`config.mk`:
```
export PLATFORM = sky130hd
export DESIGN_NAME = escalonador_proc
export DESIGN_NICKNAME = d
export VERILOG_FILES = /design/src/rtl/escalonador_proc.sv
export SDC_FILE = /design/constraint.sdc
export NUM_CORES = 1
export LEC_CHECK = 0
export ABC_AREA = 1
export ABC_CLOCK_PERIOD_IN_PS = 2600
export CAP_MARGIN = 10
export CORE_MARGIN = 4
export CORE_UTILIZATION = 31
export CTS_CLUSTER_SIZE = 24
export DETAILED_ROUTE_END_ITERATION = 8
export GPL_TIMING_DRIVEN = 0
export PLACE_DENSITY = 0.65
export SLEW_MARGIN = 20
export SYNTH_ARGS = -nofsm -noshare
export SYNTH_HDL_FRONTEND = slang
export SYNTH_SLANG_ARGS = --single-unit
```
`constraint.sdc`:
```
create_clock -name clock -period 2.6 [get_ports clock]
set_input_delay 0.26 -clock clock [delete_from_list [all_inputs] [get_ports clock]]
set_output_delay 0.26 -clock clock [all_outputs]
set_load 0.005 [all_outputs]
```
`src/rtl/escalonador_proc.sv`:
```
// Round-robin process scheduler: picks the next ready user process, handshakes
// context switches with the OS and enforces a per-process time quantum.
module escalonador_proc (
    input  logic       clock,
    input  logic       reset,
    input  logic       enable,
    input  logic [2:0] proc_pronto,
    input  logic [7:0] quantum,
    input  logic       fim_proc,
    input  logic       troca_ok,
    output logic [1:0] id_proc,
    output logic [1:0] id_prox,
    output logic       req_troca,
    output logic       motivo,
    output logic [7:0] cont_quantum
);

    localparam int unsigned ID_W  = 2;
    localparam int unsigned CNT_W = 8;

    typedef enum logic [2:0] {
        S_SO,
        S_SEL,
        S_CARREGA,
        S_EXEC,
        S_SALVA
    } state_t;

    state_t          state;
    logic [ID_W-1:0] ult;
    logic [ID_W-1:0] pick_c;
    logic [CNT_W:0]  quantum_eff_c;
    logic            expira_c;

    // Round-robin search ult+1, ult+2, ult+3 over {1,2,3}; the nearest hit wins.
    always_comb begin
        logic [2:0] cand;
        pick_c = '0;
        cand   = '0;
        for (int k = 3; k >= 1; k--) begin
            cand = 3'(ult) + 3'(k);
            if (cand > 3'd3) begin
                cand = cand - 3'd3;
            end
            if (proc_pronto[2'(cand - 3'd1)]) begin
                pick_c = ID_W'(cand);
            end
        end
    end

    // A zero quantum behaves as a one-cycle slice; compare in 9 bits.
    always_comb begin
        quantum_eff_c = (quantum == '0) ? (CNT_W+1)'(1) : {1'b0, quantum};
        expira_c      = enable && (({1'b0, cont_quantum} + (CNT_W+1)'(1)) >= quantum_eff_c);
    end

    always_ff @(posedge clock or posedge reset) begin
        if (reset) begin
            state        <= S_SO;
            id_proc      <= '0;
            id_prox      <= '0;
            req_troca    <= 1'b0;
            motivo       <= 1'b0;
            cont_quantum <= '0;
            ult          <= ID_W'(3);
        end else begin
            unique case (state)
                S_SO: begin
                    id_proc   <= '0;
                    req_troca <= 1'b0;
                    if (proc_pronto != '0) begin
                        state <= S_SEL;
                    end
                end
                S_SEL: begin
                    if (proc_pronto != '0) begin
                        id_prox   <= pick_c;
                        req_troca <= 1'b1;
                        state     <= S_CARREGA;
                    end else begin
                        state <= S_SO;
                    end
                end
                S_CARREGA: begin
                    if (troca_ok) begin
                        state        <= S_EXEC;
                        id_proc      <= id_prox;
                        ult          <= id_prox;
                        cont_quantum <= '0;
                        req_troca    <= 1'b0;
                    end
                end
                S_EXEC: begin
                    // A yield outranks a simultaneous quantum expiry.
                    if (fim_proc) begin
                        state     <= S_SALVA;
                        motivo    <= 1'b1;
                        req_troca <= 1'b1;
                    end else if (expira_c) begin
                        state     <= S_SALVA;
                        motivo    <= 1'b0;
                        req_troca <= 1'b1;
                    end else if (enable) begin
                        cont_quantum <= (cont_quantum == '1) ? cont_quantum
                                                             : cont_quantum + CNT_W'(1);
                    end
                end
                S_SALVA: begin
                    if (troca_ok) begin
                        state        <= S_SO;
                        cont_quantum <= '0;
                        req_troca    <= 1'b0;
                        id_proc      <= '0;
                    end
                end
                default: begin
                    state <= S_SO;
                end
            endcase
        end
    end

endmodule

```
[Yosys cells after proc, flatten, opt, wreduce, memory -nomap -nowiden]
Index checks and enable logic that the tools add are counted.
Storage, ports and cells
  register bits: 19
  input bits: 16
  output and inout bits: 14
  word-level logic and storage cells: 92
Cells by class
  add/subtract/negate cells: 11
  $lt $le $gt $ge: 7
  equal/unequal tests: 15
  multiplexer cells: 36
  reductions and logical operators: 16
Operator list (count)
  $mux W8: 6
  $mux W2: 9
  $ne A2 B2 Y1 const B: 8
  $pmux W8 S2: 1
  $mux W3: 5
  $pmux W3 S5: 1
  $add A8 B1 Y9 const B: 1
  $ge A9 B8 Y1: 1
  $gt A3 B2 Y1 const B: 3
  $lt A2 B3 Y1 const B: 3
  $mux W1: 9
  $add A8 B1 Y8 const B: 1
  $eq A8 B8 Y1 const B: 1
  $logic_not A8 Y1: 1
  $reduce_and A4 Y1: 2
  $add A2 B2 Y3 const B: 2
  $bmux W1 S2: 3
  $eq A3 B2 Y1 const B: 2
  $pmux W2 S3: 1
  $reduce_and A2 Y1: 3
  $reduce_and A6 Y1: 1
  $reduce_bool A3 Y1: 2
  $sub A2 B1 Y2 const B: 3
  $sub A2 B2 Y2 const B: 3
  12 further kinds: 13

[Depth between registers and ports, before layout]
Gate-level depths: netlist of run 1.
  depth in word-level cells: 9
  gate-level depth with buffers: 19
  mapped depth without buffers: 19

[Worst setup path before layout of run 1]
No wires, ideal clock.
  path kind: register -> register
  start point: register cont_quantum[0]
  end point: register cont_quantum[3]
  library setup time: 0.117 ns
  arrival time: 2.163 ns
  data required time: 2.483 ns
  setup slack: 0.320 ns
  stages on the path, launching flop included: 15
  path buffers: 0
  clock period less this slack: 2.280 ns
  path through: dfrtp_1 -> ha_1 -> nand3_1 -> nor3_2 -> xor2_1 -> inv_1 -> ha_1 -> a21oi_1 -> nand2_1 -> nand2_1 -> nand2_1 -> o21ai_4 -> nand2_4 -> nand2_1 -> nand2_1
On the way
  word-level cells in the longest chain between the ends: 6
  elaborated cells on any way between the ends: 13
  those cells by class: 2 x add/sub; 1 x order compare; 3 x eq/ne; 5 x mux; 2 x reduce/logical
RTL lines
  start: declaration: RTL line 15  | output logic [7:0] cont_quantum
  start signal: assignment: RTL line 104  | cont_quantum <= (cont_quantum == '1) ? cont_quantum
  parallel branches: the longest is 6 deep, another holds $add A8 B1 Y9
Parallel ways; which one is timed is not known. The select of a mux whose other input is x is not followed.
A chain may end at the register's enable or synchronous reset.

[Worst setup path after layout of run 1]
  start point: register cont_quantum[1]
  end point: register motivo
On the way
  word-level cells in the longest chain between the ends: 5
RTL lines
  $add A8 B1 Y9: RTL line 54  | expira_c = enable && (({1'b0, cont_quantum} + (CNT_W+1)'(1)) >= quantum_eff_c);
  $ge A9 B8 Y1: RTL line 54
  $logic_and A1 B1 Y1: RTL line 54
  $reduce_bool A2 Y1 (no source line)
  $reduce_and A2 Y1 (no source line)
  end signal: assignment: RTL line 63  | motivo <= 1'b0;
  end signal: assignment: RTL line 97  | motivo <= 1'b1;
  end signal: assignment: RTL line 101  | motivo <= 1'b0;
  end: declaration: RTL line 14  | output logic motivo,
Every way passes these cells.

==> results of run 1 <==
==> cell families after synthesis <==
group / count (synthesis)
AND/OR/NAND/NOR: 100
flip-flops: 19
buffers and inverters: 43
XOR/XNOR: 2
adder cells (fa/ha/maj): 13
AO/OA/AOI/OAI: 32
==> report_power, final <==
group	total (W)	internal (W)	switching (W)
Combinational	0.00108	0.000479	0.000597
Clock	0.000206	0.000109	0.0000974
Sequential	0.000517	0.000412	0.000105
==> flip-flops by register name (all words and copies together), names as in the netlist <==
name / count
cont_quantum: 8
req_troca: 1
id_proc: 2
state: 3
ult: 2
id_prox: 2
motivo: 1
==> worst max-delay path, cell delays in order (launching register included) <==
cell     delay [ns]
dfrtp_1        0.40
ha_2           0.23
nand3_4        0.10
nor3_4         0.22
xor2_1         0.20
inv_1          0.10
ha_4           0.28
nand2_1        0.05
inv_1          0.04
nand2_1        0.04
nand2_1        0.05
nand2_1        0.06
nand2_2        0.09
nand2_1        0.09
nand2_1        0.07
nand2_1        0.08
nand2_1        0.07
o21ai_0        0.10
==> how the worst max path moves through the flow <==
stage | to | slack, ns | start
final | motivo | 0.20 | cont_quantum[1]
after global routing | motivo | -0.01 | cont_quantum[1]
after CTS | cont_quantum[3] | 0.04 | cont_quantum[0]
after detailed placement | cont_quantum[3] | -0.08 | cont_quantum[0]
after global placement | cont_quantum[6] | -0.05 | cont_quantum[0]
after floorplan | cont_quantum[3] | 0.32 | cont_quantum[0]
==> cell type report <==
type,instances,area [um2]
fill,465,2530
multi-input combinational,147,883
sequential,19,479
timing repair buffer,34,340
inverter,43,161
tap,52,65.1
clock buffer,4,45.0
==> layout by cell type, fill, tap and decap left out, drive strengths merged <==
| cell type | n |
|---|---|
| a21oi | 10 |
| a31oi | 2 |
| a41o | 1 |
| and3 | 1 |
| buf | 5 |
| clkbuf | 4 |
| clkdlybuf4s50 | 29 |
| dfrtp | 17 |
| dfstp | 2 |
| ha | 13 |
| inv | 43 |
| nand2 | 55 |
| nand3 | 16 |
| nand3b | 2 |
| nand4 | 1 |
| nor2 | 17 |
| nor3 | 6 |
| nor4 | 1 |
| o211ai | 1 |
| o21ai | 13 |
| o21bai | 1 |
| o22ai | 3 |
| o31ai | 1 |
| or2 | 1 |
| xnor2 | 1 |
| xor2 | 1 |
==> repair_timing <==
item | CTS | global route
setup endpoints to repair | 8 | 13
pin swaps | 1 | 4
hold endpoints to repair | 0 | 0
buffers inserted | 1 | 4
gates resized for setup | 1 | 7
==> stage by stage <==
step	hold WS [ns]	setup WS, ns
finish	0.430	0.198
floorplan	0.210	0.320
detailed placement	0.467	-0.0807
global placement	0.459	-0.0497
CTS	0.454	0.0427
global route	0.500	-0.00987
==> routing by layer <==
metal | up-vias | track usage | wire [um]
met1 | 640 | 0.159 | 1630
met3 | 2 | 0.0304 | 126
met4 | 0 | 0.0160 | 9
met2 | 21 | 0.186 | 1570
met5 | - | 0 | 0
li1 | 748 | - | -
==> metrics.md, run 1 <==
| Metric | Value |
|---|---|
| Status | `finished, final reports clean` |
| Post-synthesis sequential area ratio | `0.322` |
| Avg Cell Area, Syn | `7.09 um2` |
| Synth top area share | `0.287` |
| H-tree Lvls | `1` |
| Critical path required time | `2.72 ns` |
| CTS tree | `built` |
| Share of layout cells above drive strength 1 | `0.117` |
| Syn Inst Count | `209` |
| Row count | `24` |
| Core Util, Final | `0.438` |
| Crit path arrival time | `2.52 ns` |
| Simple-gate share of the synthesized area | `0.304` |
| Netlist cell types | `31` |
| Worst-path clk slew | `0.07 ns` |
| Number of synthesized flops with an enable pin | `0` |
| Dominant cell type by area after synthesis | `dfrtp_1` |
| Die Height | `77.2 um` |
| Post-synth ARST share | `1.00` |
| Final Hold Fails | `0` |
| Total GRT Usage | `0.116` |
| Vias in the first global route | `1274` |
| Area of the mapped netlist | `0.00148 mm2` |
| Crit Path Max Fanout | `4` |
| Skew final | `0.000427 ns` |
| Post-synth top cells | `nand2_1, inv_1, dfrtp_1` |
| # diodes | `0` |
| Final std cells w/o fill | `299` |
| Fmax | `416 MHz` |
| Final setup fails | `0` |
| HPWL after detailed placement | `2.65 mm` |
| Worst Setup End Kind | `flop` |
| Final Cycle Share | `0.924` |
| Clk buf depth | `2` |
| WL/cell | `11.1 um` |
| Total power | `0.00180 W` |
| Final instance area | `0.00197 mm2` |
| Actual slew at the worst max-slew pin | `0.744 ns` |
| Synth Flop Type | `dfrtp_1` |
| Leakage | `1.03 nW` |
| First-pass GRT wire length | `5.73 mm` |
| # port buffers | `29` |
| Final wirelength | `3.33 mm` |
| Pin count of the biggest net entering global routing | `20` |
| Die width | `77.2 um` |
| Synth-to-layout area growth | `33.2%` |
| Via/cell ratio | `4.72` |
| Pwr/cell area | `912 mW/mm2` |
| Post-synthesis compound-gate area fraction | `0.143` |
| Starting Density | `0.329` |
| Multiplexer share of the synthesized area | `0` |
| Core Area | `0.00450 mm2` |
| HP Class | `in -> async` |
| Main combinational cell family by area after synthesis | `simple AND/OR/NAND/NOR gates` |
| CTS Buf Count | `3` |
| Setup TNS | `0 ns` |
| Antenna-violating nets left | `0` |
| Max VDD drop | `0.457 mV` |
| GPL Wtd Cong | `0.826` |
| DP Cell Count | `290` |
| MaxCap Viol Count | `0` |
| DR pass1 iterations | `4` |
| Minimum clock period | `2.40 ns` |
| Slew Viols, Final | `0` |
| GR Overflow Total | `0` |
| Worst Path Class, Setup | `reg -> reg` |
| Worst r2r path cells | `17` |
| TritonCTS Sinks | `19` |
| Rel. slew slack | `0.503` |
| Setup slack, reg-to-reg | `0.20 ns` |
| 1st-iter DRT viols | `97` |
| Final #Nets | `277` |
| Register bit total from synthesis | `19` |
| Clock insertion delay at the later pin of the skew report | `0.25 ns` |
| Post-Synth Adder-Cell Area | `0.110` |
| # IOs | `30` |
| Synth Area in XOR/XNOR | `0.0118` |
| Synthesized net count | `238` |
| Most frequent cell after synthesis | `nand2_1` |
| Via count | `1411` |
| Die area | `0.00595 mm2` |
| Hold-fix buffers at CTS | `0` |
| Syn. warnings | `0` |
| Clock Root Buffer | `clkbuf_8` |
| R2r endpoint | `motivo` |
| Startpoint types | `flop` |
| Top post-synthesis cells by area | `dfrtp_1, nand2_1, ha_1` |
| FF-to-FF Start | `cont_quantum[1]` |
| Initial antenna violation count | `0` |
| Placed Area | `0.00184 mm2` |
| DRC | `0` |
(Power assumes the default switching activity.)
==> run 2: changes to the inputs <==
--- a/config.mk
+++ b/config.mk
@@ -13,8 +13,10 @@
 export CTS_CLUSTER_SIZE = 24
 export DETAILED_ROUTE_END_ITERATION = 8
 export GPL_TIMING_DRIVEN = 0
+export HOLD_SLACK_MARGIN = 0.15
 export PLACE_DENSITY = 0.65
 export SLEW_MARGIN = 20
 export SYNTH_ARGS = -nofsm -noshare
 export SYNTH_HDL_FRONTEND = slang
 export SYNTH_SLANG_ARGS = --single-unit
+export TNS_END_PERCENT = 1
==> results of run 2 <==
The final DEF is identical to that of run 1; final timing and power are the same.
==> run 3: changes to the inputs <==
--- a/config.mk
+++ b/config.mk
@@ -14,7 +14,7 @@
 export DETAILED_ROUTE_END_ITERATION = 8
 export GPL_TIMING_DRIVEN = 0
 export HOLD_SLACK_MARGIN = 0.15
-export PLACE_DENSITY = 0.65
+export PLACE_DENSITY = 0.64
 export SLEW_MARGIN = 20
 export SYNTH_ARGS = -nofsm -noshare
 export SYNTH_HDL_FRONTEND = slang
==> run 3 against run 2 <==
Effect of this change: clock skew is 0.0018 ns higher; register-to-register slack about the same; sequential power is 0.8% higher; via count shrank 2.7%; largest cell class unchanged.
==> metrics.md, run 3 (synthesis results as in run 1) <==
| Metric | Value |
|---|---|
| Crit path arrival time | `2.61 ns (+0.09 ns)` |
| WL/cell | `10.9 um (-2.1%)` |
| Worst Setup End Kind | `flop` |
| Synth-to-layout area growth | `31.8%` |
| Worst-path clk slew | `0.07 ns (about the same)` |
| Hold-fix buffers at CTS | `0 (unchanged)` |
| CTS tree | `built` |
| GPL Wtd Cong | `0.819 (-0.75%)` |
| Clock share of power | `0.112 (-0.003)` |
| Sw Ratio | `0.441 (-0.00371)` |
| Clk buf depth | `2 (unchanged)` |
| Share of layout cells above drive strength 1 | `0.113 (-0.00451)` |
| Startpoint types | `flop` |
| Max reg flops | `8 (unchanged)` |
| P_int | `0.00101 W (+0.74%)` |
| Via count | `1373 (-2.7%)` |
| Core Area | `0.00450 mm2 (unchanged)` |
| Unrepaired setup endpoints after global routing | `true` |
| Combinational share of power | `0.599 (about the same)` |
| # diodes | `0 (unchanged)` |
| Clock insertion delay at the later pin of the skew report | `0.25 ns (about the same)` |
| Critical path required time | `2.79 ns (+0.07 ns)` |
| Skew final | `0.00226 ns (+0.00183 ns)` |
| Initial antenna violation count | `0 (unchanged)` |
| DR pass1 iterations | `6 (+2)` |
| Worst Path Class, Setup | `reg -> reg` |
| Final instance area | `0.00195 mm2 (-1.0%)` |
| Psw | `0.000794 W (-0.76%)` |
| Sequential share of power | `0.289 (+0.002)` |
| Register area | `480 um2 (+0.26%)` |
| Rel. slew slack | `0.520 (+0.0161)` |
| Vias in the first global route | `1236 (-3.0%)` |
| Final Cycle Share | `0.929 (+0.00561)` |
| Status | `finished, final reports clean` |
| MaxCap Viol Count | `0 (unchanged)` |
| Final #Nets | `278 (+0.36%)` |
| Minimum clock period | `2.42 ns (+0.0146 ns)` |
| Setup TNS | `0 ns (unchanged)` |
| Antenna-violating nets left | `0 (unchanged)` |
| First-pass GRT wire length | `5.78 mm (+0.96%)` |
| Max VDD drop | `0.439 mV (-3.9%)` |
| Pwr/cell area | `922 mW/mm2 (+1.1%)` |
| Final wirelength | `3.27 mm (-1.8%)` |
| # port buffers | `29 (unchanged)` |
| Die area | `0.00595 mm2 (unchanged)` |
| Crit Path Max Fanout | `4 (unchanged)` |
| H-tree Lvls | `1 (unchanged)` |
| Clock Root Buffer | `clkbuf_8` |
| Fillers | `452 (-2.8%)` |
| TritonCTS Sinks | `19 (unchanged)` |
| Leakage | `1.02 nW (-0.23%)` |
| Actual slew at the worst max-slew pin | `0.720 ns (-0.0241 ns)` |
| 1st-iter DRT viols | `61 (-37%)` |
| Final setup fails | `0 (unchanged)` |
| CTS Buf Count | `3 (unchanged)` |
| Row count | `24 (unchanged)` |
| GR Overflow Total | `0 (unchanged)` |
| Top flop regs | `cont_quantum (8), state (3)` |
| # IOs | `30 (unchanged)` |
| Total GRT Usage | `0.118 (+0.00190)` |
| HPWL after detailed placement | `2.63 mm (-0.97%)` |
| Final Hold Fails | `0 (unchanged)` |
| Worst r2r path cells | `14 (-3)` |
| Placed Area | `0.00184 mm2 (unchanged)` |
| Die Height | `77.2 um (unchanged)` |
| Via/cell ratio | `4.58 (-3.0%)` |
| Commonest non-fill, non-tap cell in the layout | `nand2_1` |
| Die width | `77.2 um (unchanged)` |
| Fmax | `414 MHz (-0.60%)` |
| Top reg by flops | `cont_quantum` |
| Slew Viols, Final | `0 (unchanged)` |
| Multi-input gate area | `867 um2 (-1.8%)` |
| Commonest non-fill, non-tap cells in the layout | `nand2_1, inv_1, clkdlybuf4s50_1` |
| Starting Density | `0.329 (unchanged)` |
| Pin count of the biggest net entering global routing | `20 (unchanged)` |
| DRC | `0 (unchanged)` |
| HP Class | `in -> async` |
## run 3: repair_timing
item | 4_1_cts | 5_1_grt
resized for setup | 1 | 5
setup endpoints to repair | 8 | 13
pin swaps | 1 | 3
setup buffers | 3 | 3
## run 3: cell type report
type	count	share of cell area
multi-input cells	147	0.444
inverters	43	0.0826
clock buffers	4	0.0230
repair buffers	35	0.172
flip-flops and latches	19	0.246
well taps	52	0.0333
## run 3: metrics by stage
| stage | hold WS [ns] | utilization | total power, W | std cells | setup WS, ns |
|---|---|---|---|---|---|
| detailed placement | 0.467 | 0.408 | 0.00155 | 290 | -0.0704 |
| floorplan | 0.210 | - | 0.00121 | 209 | 0.320 |
| global route | 0.495 | 0.434 | 0.00202 | 300 | -0.0108 |
| global placement | 0.460 | 0.408 | 0.00153 | 290 | -0.0559 |
| CTS | 0.459 | 0.423 | 0.00178 | 297 | 0.0625 |
| finish | 0.421 | 0.434 | 0.00180 | 300 | 0.184 |
## run 3: path summary, 6_finish.rpt
path	endpoint	slack [ns]	startpoint
max	cont_quantum[6]	0.18	cont_quantum[0]
min	id_proc[0]	0.42	reset
max reg2reg	cont_quantum[6]	0.18	cont_quantum[0]
min reg2reg	req_troca	0.47	req_troca
max in group asynchronous	cont_quantum[0]	1.68	reset
min in group clock	req_troca	0.47	req_troca
## run 3: worst max-delay path, stage by stage (launching register included)
cell,delay [ns]
dfrtp_2,0.41
ha_4,0.16
nand3_2,0.12
nor3_4,0.22
xor2_1,0.22
inv_1,0.07
ha_1,0.31
a21oi_1,0.13
nand2_1,0.07
nand2_1,0.05
nand2_1,0.10
o21ai_4,0.21
buf_4,0.15
nand3_1,0.06
nand2_1,0.09
## run 3: power by group through the flow
stage          registers (W)  clock network [W]  logic [W]
2_1_floorplan       0.000503                  0   0.000708
3_3_place_gp        0.000523                  0    0.00100
3_5_place_dp        0.000526                  0    0.00102
4_1_cts             0.000524           0.000209    0.00104
5_1_grt             0.000548           0.000225    0.00125
6_report            0.000521           0.000202    0.00108
## run 3: per-layer routing
layer,GRT usage,routed length (um)
met1,0.161,1610
met2,0.188,1500
met3,0.0363,155
met4,0.0107,9
met5,0,0
